==> src/rtl/smvm_row_sequencer_if.sv <==
// Bus bundle for the sparse-row sequencer: the input pair stream, the
// accumulator drive/return lines and the result handshake.
// 'master' is the sequencer's view; 'slave' is the surrounding system's view
// (stream source, accumulator and result consumer).
interface smvm_row_sequencer_if;
   // Input word-pair stream
   logic        in_valid;
   logic        in_ready;
   logic [31:0] in_a;
   logic [31:0] in_b;

   // Accumulator drive and return
   logic [31:0] acc_data_a;
   logic [31:0] acc_data_b;
   logic        acc_compute_start;
   logic [31:0] acc_accum;
   logic [31:0] acc_row_num;
   logic        acc_done;

   // Result handshake
   logic        res_valid;
   logic        res_ready;
   logic [31:0] res_row;
   logic [31:0] res_value;

   modport master (
      input  in_valid, in_a, in_b,
      input  acc_accum, acc_row_num, acc_done,
      input  res_ready,
      output in_ready,
      output acc_data_a, acc_data_b, acc_compute_start,
      output res_valid, res_row, res_value
   );

   modport slave (
      output in_valid, in_a, in_b,
      output acc_accum, acc_row_num, acc_done,
      output res_ready,
      input  in_ready,
      input  acc_data_a, acc_data_b, acc_compute_start,
      input  res_valid, res_row, res_value
   );
endinterface

==> src/rtl/smvm_row_sequencer.sv <==
// Sparse-row sequencer: buffers one row (header + column pairs) from the input
// stream, replays it to the row accumulator as a single stall-free burst,
// then holds the accumulator's result on a valid/ready port.
// Rows never overlap: input is closed from ISSUE until the result is retired.
module smvm_row_sequencer #(
   parameter int unsigned MAX_COLS = 16,
   parameter int unsigned CW       = 5
) (
   input  logic                        clk,
   input  logic                        rst_l,
   smvm_row_sequencer_if.master        bus,
   output logic                        busy,
   output logic                        err_overflow,
   output logic [31:0]                 rows_done
);

   localparam int unsigned IW = (MAX_COLS > 1) ? $clog2(MAX_COLS) : 1;

   typedef enum logic [2:0] {
      StIdle,
      StLoad,
      StDrop,
      StIssue,
      StBurst,
      StWait,
      StResult
   } state_e;

   state_e        state_q;
   logic [31:0]   row_q;
   logic [CW-1:0] ncols_q;
   logic [CW-1:0] k_q;
   logic [31:0]   drop_q;
   logic          in_ready_q;
   logic [31:0]   acc_a_q;
   logic [31:0]   acc_b_q;
   logic          acc_start_q;
   logic          res_valid_q;
   logic [31:0]   res_row_q;
   logic [31:0]   res_value_q;
   logic          err_q;
   logic [31:0]   rows_q;

   // Column buffer: {column index, value} per slot; contents are don't-care
   // after reset, so it carries no reset.
   logic [63:0]   col_buf [MAX_COLS];
   logic [63:0]   rd_word;
   logic          in_fire;
   logic          buf_we;

   assign in_fire = bus.in_valid & in_ready_q;
   assign buf_we  = in_fire & (state_q == StLoad);
   assign rd_word = col_buf[k_q[IW-1:0]];

   // Capture column pairs into slot k during LOAD
   always_ff @(posedge clk) begin
      if (buf_we) begin
         col_buf[k_q[IW-1:0]] <= {bus.in_a, bus.in_b};
      end
   end

   // Row FSM with registered handshake, accumulator and result outputs
   always_ff @(posedge clk or negedge rst_l) begin
      if (!rst_l) begin
         state_q     <= StIdle;
         row_q       <= '0;
         ncols_q     <= '0;
         k_q         <= '0;
         drop_q      <= '0;
         in_ready_q  <= 1'b0;
         acc_a_q     <= '0;
         acc_b_q     <= '0;
         acc_start_q <= 1'b0;
         res_valid_q <= 1'b0;
         res_row_q   <= '0;
         res_value_q <= '0;
         err_q       <= 1'b0;
         rows_q      <= '0;
      end else begin
         // Accumulator lines idle at zero unless a state below drives them
         acc_start_q <= 1'b0;
         acc_a_q     <= '0;
         acc_b_q     <= '0;

         unique case (state_q)
            StIdle: begin
               in_ready_q <= 1'b1;
               if (in_fire) begin
                  row_q <= bus.in_a;
                  k_q   <= '0;
                  if (bus.in_b > 32'(MAX_COLS)) begin
                     // Row too long to buffer: swallow its columns, no result
                     err_q   <= 1'b1;
                     drop_q  <= bus.in_b;
                     state_q <= StDrop;
                  end else if (bus.in_b == 32'd0) begin
                     ncols_q     <= '0;
                     in_ready_q  <= 1'b0;
                     acc_start_q <= 1'b1;
                     acc_a_q     <= bus.in_a;
                     acc_b_q     <= '0;
                     state_q     <= StIssue;
                  end else begin
                     ncols_q <= bus.in_b[CW-1:0];
                     state_q <= StLoad;
                  end
               end
            end

            StLoad: begin
               if (in_fire) begin
                  k_q <= k_q + CW'(1);
                  if (k_q + CW'(1) == ncols_q) begin
                     // Last column buffered: header goes out next cycle
                     k_q         <= '0;
                     in_ready_q  <= 1'b0;
                     acc_start_q <= 1'b1;
                     acc_a_q     <= row_q;
                     acc_b_q     <= 32'(ncols_q);
                     state_q     <= StIssue;
                  end
               end
            end

            StDrop: begin
               if (in_fire) begin
                  drop_q <= drop_q - 32'd1;
                  if (drop_q == 32'd1) begin
                     state_q <= StIdle;
                  end
               end
            end

            StIssue: begin
               if (ncols_q == '0) begin
                  state_q <= StWait;
               end else begin
                  acc_a_q <= rd_word[63:32];
                  acc_b_q <= rd_word[31:0];
                  k_q     <= k_q + CW'(1);
                  state_q <= StBurst;
               end
            end

            StBurst: begin
               // The accumulator cannot stall, so one slot goes out every cycle
               if (k_q == ncols_q) begin
                  state_q <= StWait;
               end else begin
                  acc_a_q <= rd_word[63:32];
                  acc_b_q <= rd_word[31:0];
                  k_q     <= k_q + CW'(1);
               end
            end

            StWait: begin
               if (bus.acc_done) begin
                  res_value_q <= bus.acc_accum;
                  res_row_q   <= bus.acc_row_num;
                  res_valid_q <= 1'b1;
                  state_q     <= StResult;
               end
            end

            StResult: begin
               if (bus.res_ready) begin
                  res_valid_q <= 1'b0;
                  rows_q      <= rows_q + 32'd1;
                  in_ready_q  <= 1'b1;
                  state_q     <= StIdle;
               end
            end

            default: begin
               state_q <= StIdle;
            end
         endcase
      end
   end

   assign bus.in_ready          = in_ready_q;
   assign bus.acc_data_a        = acc_a_q;
   assign bus.acc_data_b        = acc_b_q;
   assign bus.acc_compute_start = acc_start_q;
   assign bus.res_valid         = res_valid_q;
   assign bus.res_row           = res_row_q;
   assign bus.res_value         = res_value_q;

   assign busy         = (state_q != StIdle);
   assign err_overflow = err_q;
   assign rows_done    = rows_q;

endmodule

==> src/flat_wrapper.sv <==
// flat-port wrapper written by rule: the top's interface ports become plain ports
module smvm_row_sequencer_flat 
#(
   parameter int unsigned MAX_COLS = 16,
   parameter int unsigned CW       = 5
)
  (clk, rst_l, busy, err_overflow, rows_done, bus_in_valid, bus_in_a, bus_in_b, bus_acc_accum, bus_acc_row_num, bus_acc_done, bus_res_ready, bus_in_ready, bus_acc_data_a, bus_acc_data_b, bus_acc_compute_start, bus_res_valid, bus_res_row, bus_res_value);
  smvm_row_sequencer_if bus_i ();
  input  logic clk;
  input  logic rst_l;
  output logic busy;
  output logic err_overflow;
  output logic [31:0] rows_done;
  input wire logic [$bits(bus_i.in_valid)-1:0] bus_in_valid;
  input wire logic [$bits(bus_i.in_a)-1:0] bus_in_a;
  input wire logic [$bits(bus_i.in_b)-1:0] bus_in_b;
  input wire logic [$bits(bus_i.acc_accum)-1:0] bus_acc_accum;
  input wire logic [$bits(bus_i.acc_row_num)-1:0] bus_acc_row_num;
  input wire logic [$bits(bus_i.acc_done)-1:0] bus_acc_done;
  input wire logic [$bits(bus_i.res_ready)-1:0] bus_res_ready;
  output wire logic [$bits(bus_i.in_ready)-1:0] bus_in_ready;
  output wire logic [$bits(bus_i.acc_data_a)-1:0] bus_acc_data_a;
  output wire logic [$bits(bus_i.acc_data_b)-1:0] bus_acc_data_b;
  output wire logic [$bits(bus_i.acc_compute_start)-1:0] bus_acc_compute_start;
  output wire logic [$bits(bus_i.res_valid)-1:0] bus_res_valid;
  output wire logic [$bits(bus_i.res_row)-1:0] bus_res_row;
  output wire logic [$bits(bus_i.res_value)-1:0] bus_res_value;
  assign bus_i.in_valid = bus_in_valid;
  assign bus_i.in_a = bus_in_a;
  assign bus_i.in_b = bus_in_b;
  assign bus_i.acc_accum = bus_acc_accum;
  assign bus_i.acc_row_num = bus_acc_row_num;
  assign bus_i.acc_done = bus_acc_done;
  assign bus_i.res_ready = bus_res_ready;
  assign bus_in_ready = bus_i.in_ready;
  assign bus_acc_data_a = bus_i.acc_data_a;
  assign bus_acc_data_b = bus_i.acc_data_b;
  assign bus_acc_compute_start = bus_i.acc_compute_start;
  assign bus_res_valid = bus_i.res_valid;
  assign bus_res_row = bus_i.res_row;
  assign bus_res_value = bus_i.res_value;
  smvm_row_sequencer #(.MAX_COLS(MAX_COLS), .CW(CW)) u_core (.clk(clk), .rst_l(rst_l), .bus(bus_i), .busy(busy), .err_overflow(err_overflow), .rows_done(rows_done));
endmodule
==> config.mk <==
export PLATFORM = sky130hd
export DESIGN_NAME = smvm_row_sequencer_flat
export DESIGN_NICKNAME = d
export VERILOG_FILES = /design/src/rtl/smvm_row_sequencer_if.sv /design/src/rtl/smvm_row_sequencer.sv /design/src/flat_wrapper.sv
export SDC_FILE = /design/constraint.sdc
export NUM_CORES = 1
export LEC_CHECK = 0
export BUFFER_PORTS_ARGS = -buffer_cell sky130_fd_sc_hd__buf_2
export CELL_PAD_IN_SITES_DETAIL_PLACEMENT = 2
export CELL_PAD_IN_SITES_GLOBAL_PLACEMENT = 2
export CORE_ASPECT_RATIO = 0.5
export CORE_MARGIN = 2
export CORE_UTILIZATION = 43
export DETAILED_ROUTE_END_ITERATION = 10
export GPL_ROUTABILITY_DRIVEN = 0
export PLACE_DENSITY_LB_ADDON = 0.1
export SETUP_SLACK_MARGIN = 0.05
export SYNTH_ARGS = -nofsm -noshare
export SYNTH_HDL_FRONTEND = slang
export SYNTH_SLANG_ARGS = --single-unit
==> constraint.sdc <==
create_clock -name clk -period 8.5 [get_ports clk]
set_input_delay 0.85 -clock clk [delete_from_list [all_inputs] [get_ports clk]]
set_output_delay 0.85 -clock clk [all_outputs]
set_load 0.05 [all_outputs]
; ---- Word-level counts from Yosys, hierarchy flattened
; Memory sizes are Yosys's and may differ from the RTL's.
; Index checks and enable logic that the tools add are counted.
[word_totals]
ram_bits = 1024
register_bits = 241
output_inout_bits = 165
mem_count = 1
word_cells = 114
[memory_table]
columns = name, words, width, rd, rd_ports_with_merged_regs, write_ports, line_no
row1 = u_core.col_buf, 16, 64, 1, 0, 1, smvm_row_sequencer.sv:46  ; logic [63:0] col_buf [MAX_COLS];
[classes]
mux = 54
n_eq_ne = 20
n_addsub = 3
reduce_logical = 18
bitwise_logic = 3
order_cmp = 1
[ops]
columns = op, n
row1 = $mux W32, 13
row2 = $pmux W32 S4, 1
row3 = $pmux W32 S3, 1
row4 = $pmux W32 S2, 1
row5 = $mux W5, 7
row6 = $add A32 B1 Y32 const B, 1
row7 = $eq A32 B1 Y1 const B, 1
row8 = $gt A32 B5 Y1 const B, 1
row9 = $logic_not A32 Y1, 1
row10 = $sub A32 B1 Y32 const B, 1
row11 = $mux W3, 9
row12 = $pmux W3 S7, 1
row13 = $pmux W5 S4, 1
row14 = $mux W1, 16
row15 = $ne A2 B1 Y1 const B, 6
row16 = $eq A5 B5 Y1, 2
row17 = $ne A2 B2 Y1 const B, 5
row18 = $eq A3 B3 Y1 const B, 3
row19 = $reduce_and A3 Y1, 3
row20 = $reduce_and A4 Y1, 2
row21 = $reduce_and A8 Y1, 1
row22 = $eq A3 B2 Y1 const B, 2
row23 = $reduce_and A2 Y1, 3
row24 = $reduce_bool A3 Y1, 2
row25 = 12 further kinds, 15

; ---- Depth between registers and ports, before layout
[logic_depth]
ltp_word = 5
ltp_mapped = 12
mapped_depth_nobuf = 7

; ---- Worst setup path before layout
; Ideal clock, no wire load.
[synth_timing]
kind = flip-flop to flip-flop
from = register u_core.k_q[3]
to = memory u_core.col_buf[3][0] (enable)
setup_slack_ps = 346
t_arrival_ps = 7510
stages_incl_launch_ff = 7
required_ps = 7856
path_cell_list = dfrtp_1 -> clkbuf_1 -> buf_2 -> buf_2 -> buf_2 -> clkbuf_1 -> nor4_1
[synth_lines]
columns = item, line_no
row1 = "start, declared", smvm_row_sequencer.sv:32  ; logic [CW-1:0] k_q;
row2 = "start signal, assigned", smvm_row_sequencer.sv:112  ; k_q <= k_q + CW'(1);
row3 = "start signal, assigned", smvm_row_sequencer.sv:140  ; k_q <= k_q + CW'(1);
row4 = "start signal, assigned", smvm_row_sequencer.sv:152  ; k_q <= k_q + CW'(1);
row5 = "end, declared", smvm_row_sequencer.sv:46
; Straight into the memory's write port.

; ---- Worst setup path in the final report
[layout_timing]
from = register u_core.k_q[1]
to = register u_core.acc_a_q[15], in the netlist u_core.bus.acc_data_a[15]
[layout_via]
elab_chain_len = 5
[layout_lines]
columns = item, line_no
row1 = $add A5 B1 Y5, smvm_row_sequencer.sv:113  ; if (k_q + CW'(1) == ncols_q) begin
row2 = $eq A5 B5 Y1, smvm_row_sequencer.sv:113
row3 = $mux W32, smvm_row_sequencer.sv:113
row4 = $mux W32, smvm_row_sequencer.sv:111  ; if (in_fire) begin
row5 = $pmux W32 S4 (*), smvm_row_sequencer.sv:85  ; unique case (state_q)
row6 = "end signal, assigned", smvm_row_sequencer.sv:100  ; acc_a_q <= bus.in_a;
row7 = "end signal, assigned", smvm_row_sequencer.sv:118  ; acc_a_q <= row_q;
row8 = "end signal, assigned", smvm_row_sequencer.sv:138  ; acc_a_q <= rd_word[63:32];
row9 = "end, declared", smvm_row_sequencer.sv:35  ; logic [31:0] acc_a_q;
; Every way passes the cells marked *; elsewhere a longest branch is shown, timed or not.
; A chain may end at the register's enable or synchronous reset.

==> summary.txt <==
Setup path
  – Startpoint class of the critical path: flop
  – Critical-path maximum fanout: 60
  – Worst setup EP type: flop
  – Critical path class: flop to flop
  – WP data required: 9.12 ns
  – Critical Path AT: 4.66 ns
  – Worst Reg-to-Reg Cells: 6

Detailed routing
  – DR vias/cell: 5.965
  – TritonRoute pass-1 iters: 5
  – Routed vias: 25,767
  – Detailed Route WL: 142,100 µm
  – DR iter-0 viols: 2,332
  – Drt drc: 0
  – Routed WL per cell: 32.89 µm
  – Final ANT Viol Nets: 0

STA
  – Hold Violations, Final: 0
  – Max_slew headroom: 19.98%
  – Setup TNS: 0 ns
  – Crit share post-route: 47.60%
  – Fin. max-slew vios: 0
  – Hold WS: 0.1154 ns
  – Final setup fails: 0
  – Worst Max-Slew Pin Slew: 1.200 ns
  – Final Skew: 0.05966 ns
  – Setup repair after global routing missed its margin: no
  – Fin crit period: 4.046 ns
  – Fmax: 247.2 MHz

GRT
  – Vias in the first global route: 28,000
  – Initial antenna violation count: 10
  – GRT Util Overall: 24.50%
  – Total grt overflow: 0
  – Pin count of the biggest net entering global routing: 99
  – First-pass GRT wire length: 207,000 µm

CTS
  – Post-cts resize count: 0
  – Total CTS buffers: 112
  – Root buffer cell: clkbuf_16
  – Clk Latency, worst-skew pair: 0.77 ns
  – CTS tree: done
  – Post-cts hold buffer count: 0
  – Max clock buf depth: 3
  – Htree depth: 3
  – CTS Sinks: 1,265
  – Setup bufs post-CTS: 0
  – Clk pin slew, worst setup/hold paths: 0.07 ns

Floorplanning
  – Die Span Y: 243.1 µm
  – Effective utilization at floorplan: 43.51%
  – Top Ports: 298
  – Core Area: 0.1130 mm²
  – Die X-Extent: 482.2 µm
  – Die ar.: 0.1172 mm²
  – # rows: 87

Power and ir drop
  – Worst VDD drop: 0.1884 mV
  – Leakage: 19.42 nW
  – Power Density: 309.7 mW/mm²
  – Design Power: 17.41 mW

Yosys
  – Commonest cells post-synth: 1,024 x edfxtp_1, 320 x mux4_2, 241 x dfrtp_1, 87 x clkbuf_1, 70 x mux2_2
  – Syn Inst Count: 2,379
  – Yosys warns: 0
  – Post-Syn Area: 0.04917 mm²
  – Mapped Nets: 2,519
  – EDFF count, synth: 1,024
  – Mapped Avg Cell Area: 20.67 µm²
  – #FFs+latches synth: 1,265
  – Top-count cell post-synth: edfxtp_1
  – Yosys cell types: 65
  – Synth area leader: edfxtp_1
  – Synth top area cells: edfxtp_1 63%, mux4_2 15%, dfrtp_1 12%
  – Top_reg_cell synth: edfxtp_1
  – FFs w/ async S/R, synth: 19.05%
  – Synth top area share: 62.54%
  – Sequential share of the synthesized area: 74.81%

Final layout
  – FILL cells: 9,905
  – Area of the multi-input gates: 0.01189 mm²
  – Register area: 0.03680 mm²
  – NumNets Final: 2,846
  – Final Instance Area: 0.05620 mm²
  – Area growth syn-to-layout: 14.31%
  – Layout cells sized above 1: 33.87%

Placement
  – Port Buffers: 297
  – DP Area: 0.05250 mm²
  – HPWL Detailed: 78,130 µm

Run status
  – Outcome: finished clean

Job
  – # Max-Cap Violations: 0

Worst hold path
  – Hold Path Class: primary input to async pin
metrics by stage:
step                worst slack [ns]  utilization, %  instances
finish                         4.454           49.74       4320
CTS                            4.458           49.74       4318
detailed placement             4.471           46.47       4105
global placement               4.520           46.47       4105
floorplan                     0.3458               -       2379
global route                   4.325           49.74       4320
final timing paths:
kind	from	end	slack (ns)
max reg2reg	u_core.k_q[1]$_DFFE_PN0P_	u_core.bus.acc_data_a[15]$_DFF_PN0_	4.45
min	rst_l	u_core.rows_done[24]$_DFFE_PN0P_	0.12
min in group clk	bus_acc_accum[23]	u_core.bus.res_value[23]$_DFFE_PN0P_	0.36
max	u_core.k_q[1]$_DFFE_PN0P_	u_core.bus.acc_data_a[15]$_DFF_PN0_	4.45
min reg2reg	u_core.err_overflow$_DFFE_PN0P_	u_core.err_overflow$_DFFE_PN0P_	0.47
max in group asynchronous	rst_l	u_core.bus.acc_data_a[14]$_DFF_PN0_	6.85
routing by layer:
metal | wire length [µm] | track usage (%) | vias to the layer above | share of wire [%]
met5 | 13 | 0 | - | 0.0091
met1 | 62830 | 35.56 | 14327 | 44
li1 | - | - | 10464 | -
met2 | 69900 | 39.87 | 815 | 49
met4 | 2361 | 5.000 | 2 | 1.7
met3 | 6986 | 3.389 | 159 | 4.9
cell type report:
class,instances,share of cell area (%)
tap,1513,3.368
clock buffer,159,5.661
sequential,1265,65.47
antenna,2,0.008905
multi-input combinational,966,21.16
timing repair buffer,343,3.299
inverter,18,0.1202
clock inverter,54,0.9150
sequential cells by signal (all words and copies together) (netlist names):
name and cells:
u_core.bus.acc_compute_start 1, u_core.bus.acc_data_a 32, u_core.bus.acc_data_b 32, u_core.bus.in_ready 1, u_core.bus.res_row 32, u_core.bus.res_valid 1
u_core.bus.res_value 32, u_core.col_buf 1024, u_core.drop_q 32, u_core.err_overflow 1, u_core.k_q 5, u_core.ncols_q 5
u_core.row_q 32, u_core.rows_done 32, u_core.state_q 3
cells in the final DEF, fill, tap and decap left out, drive strengths merged, types with 6 or more instances in the layout:
cell type and n:
inv 20, mux4 320, clkinv 42, a21oi 30
nor4 16, nand2 48, a21o 33, a221o 32
mux2 70, and2 13, or4 10, nor3 26
nor2b 59, clkbuf 159, xor2 9, nand3 22
xnor2 33, bufinv 6, edfxtp 1024, ha 7
buf 343, and3 45, o21ai 34, dfrtp 241
o2bb2ai 10, a22oi 6, a31oi 7, nor2 39
and4 9, nand4 10
power by group:
| part | switching (mW) | leakage, nW | internal [mW] |
|---|---|---|---|
| combinational | 2.82 | 5.28 | 1.80 |
| clock | 2.38 | 1.82 | 2.81 |
| sequential | 0.449 | 12.3 | 7.15 |
| total | 5.64 | 19.4 | 11.8 |
logic make-up after synthesis:
logic type / after synthesis / synth area share, %
AO/OA/AOI/OAI: 199 / 2.962
XOR/XNOR: 42 / 0.7482
adder cells (fa/ha/maj): 7 / 0.1781
buffers and inverters: 148 / 1.216
flip-flops: 1265 / 74.81
multiplexers: 393 / 16.32
AND/OR/NAND/NOR: 325 / 3.764
critical path: stages, from the launching register on:
cell	delay, ns
dfrtp_4	1.01
buf_4	0.65
buf_4	0.79
mux4_2	0.43
mux4_2	0.46
nor2b_1	0.14
a221o_1	0.31
Note: power is estimated with default switching activity, not from simulation.
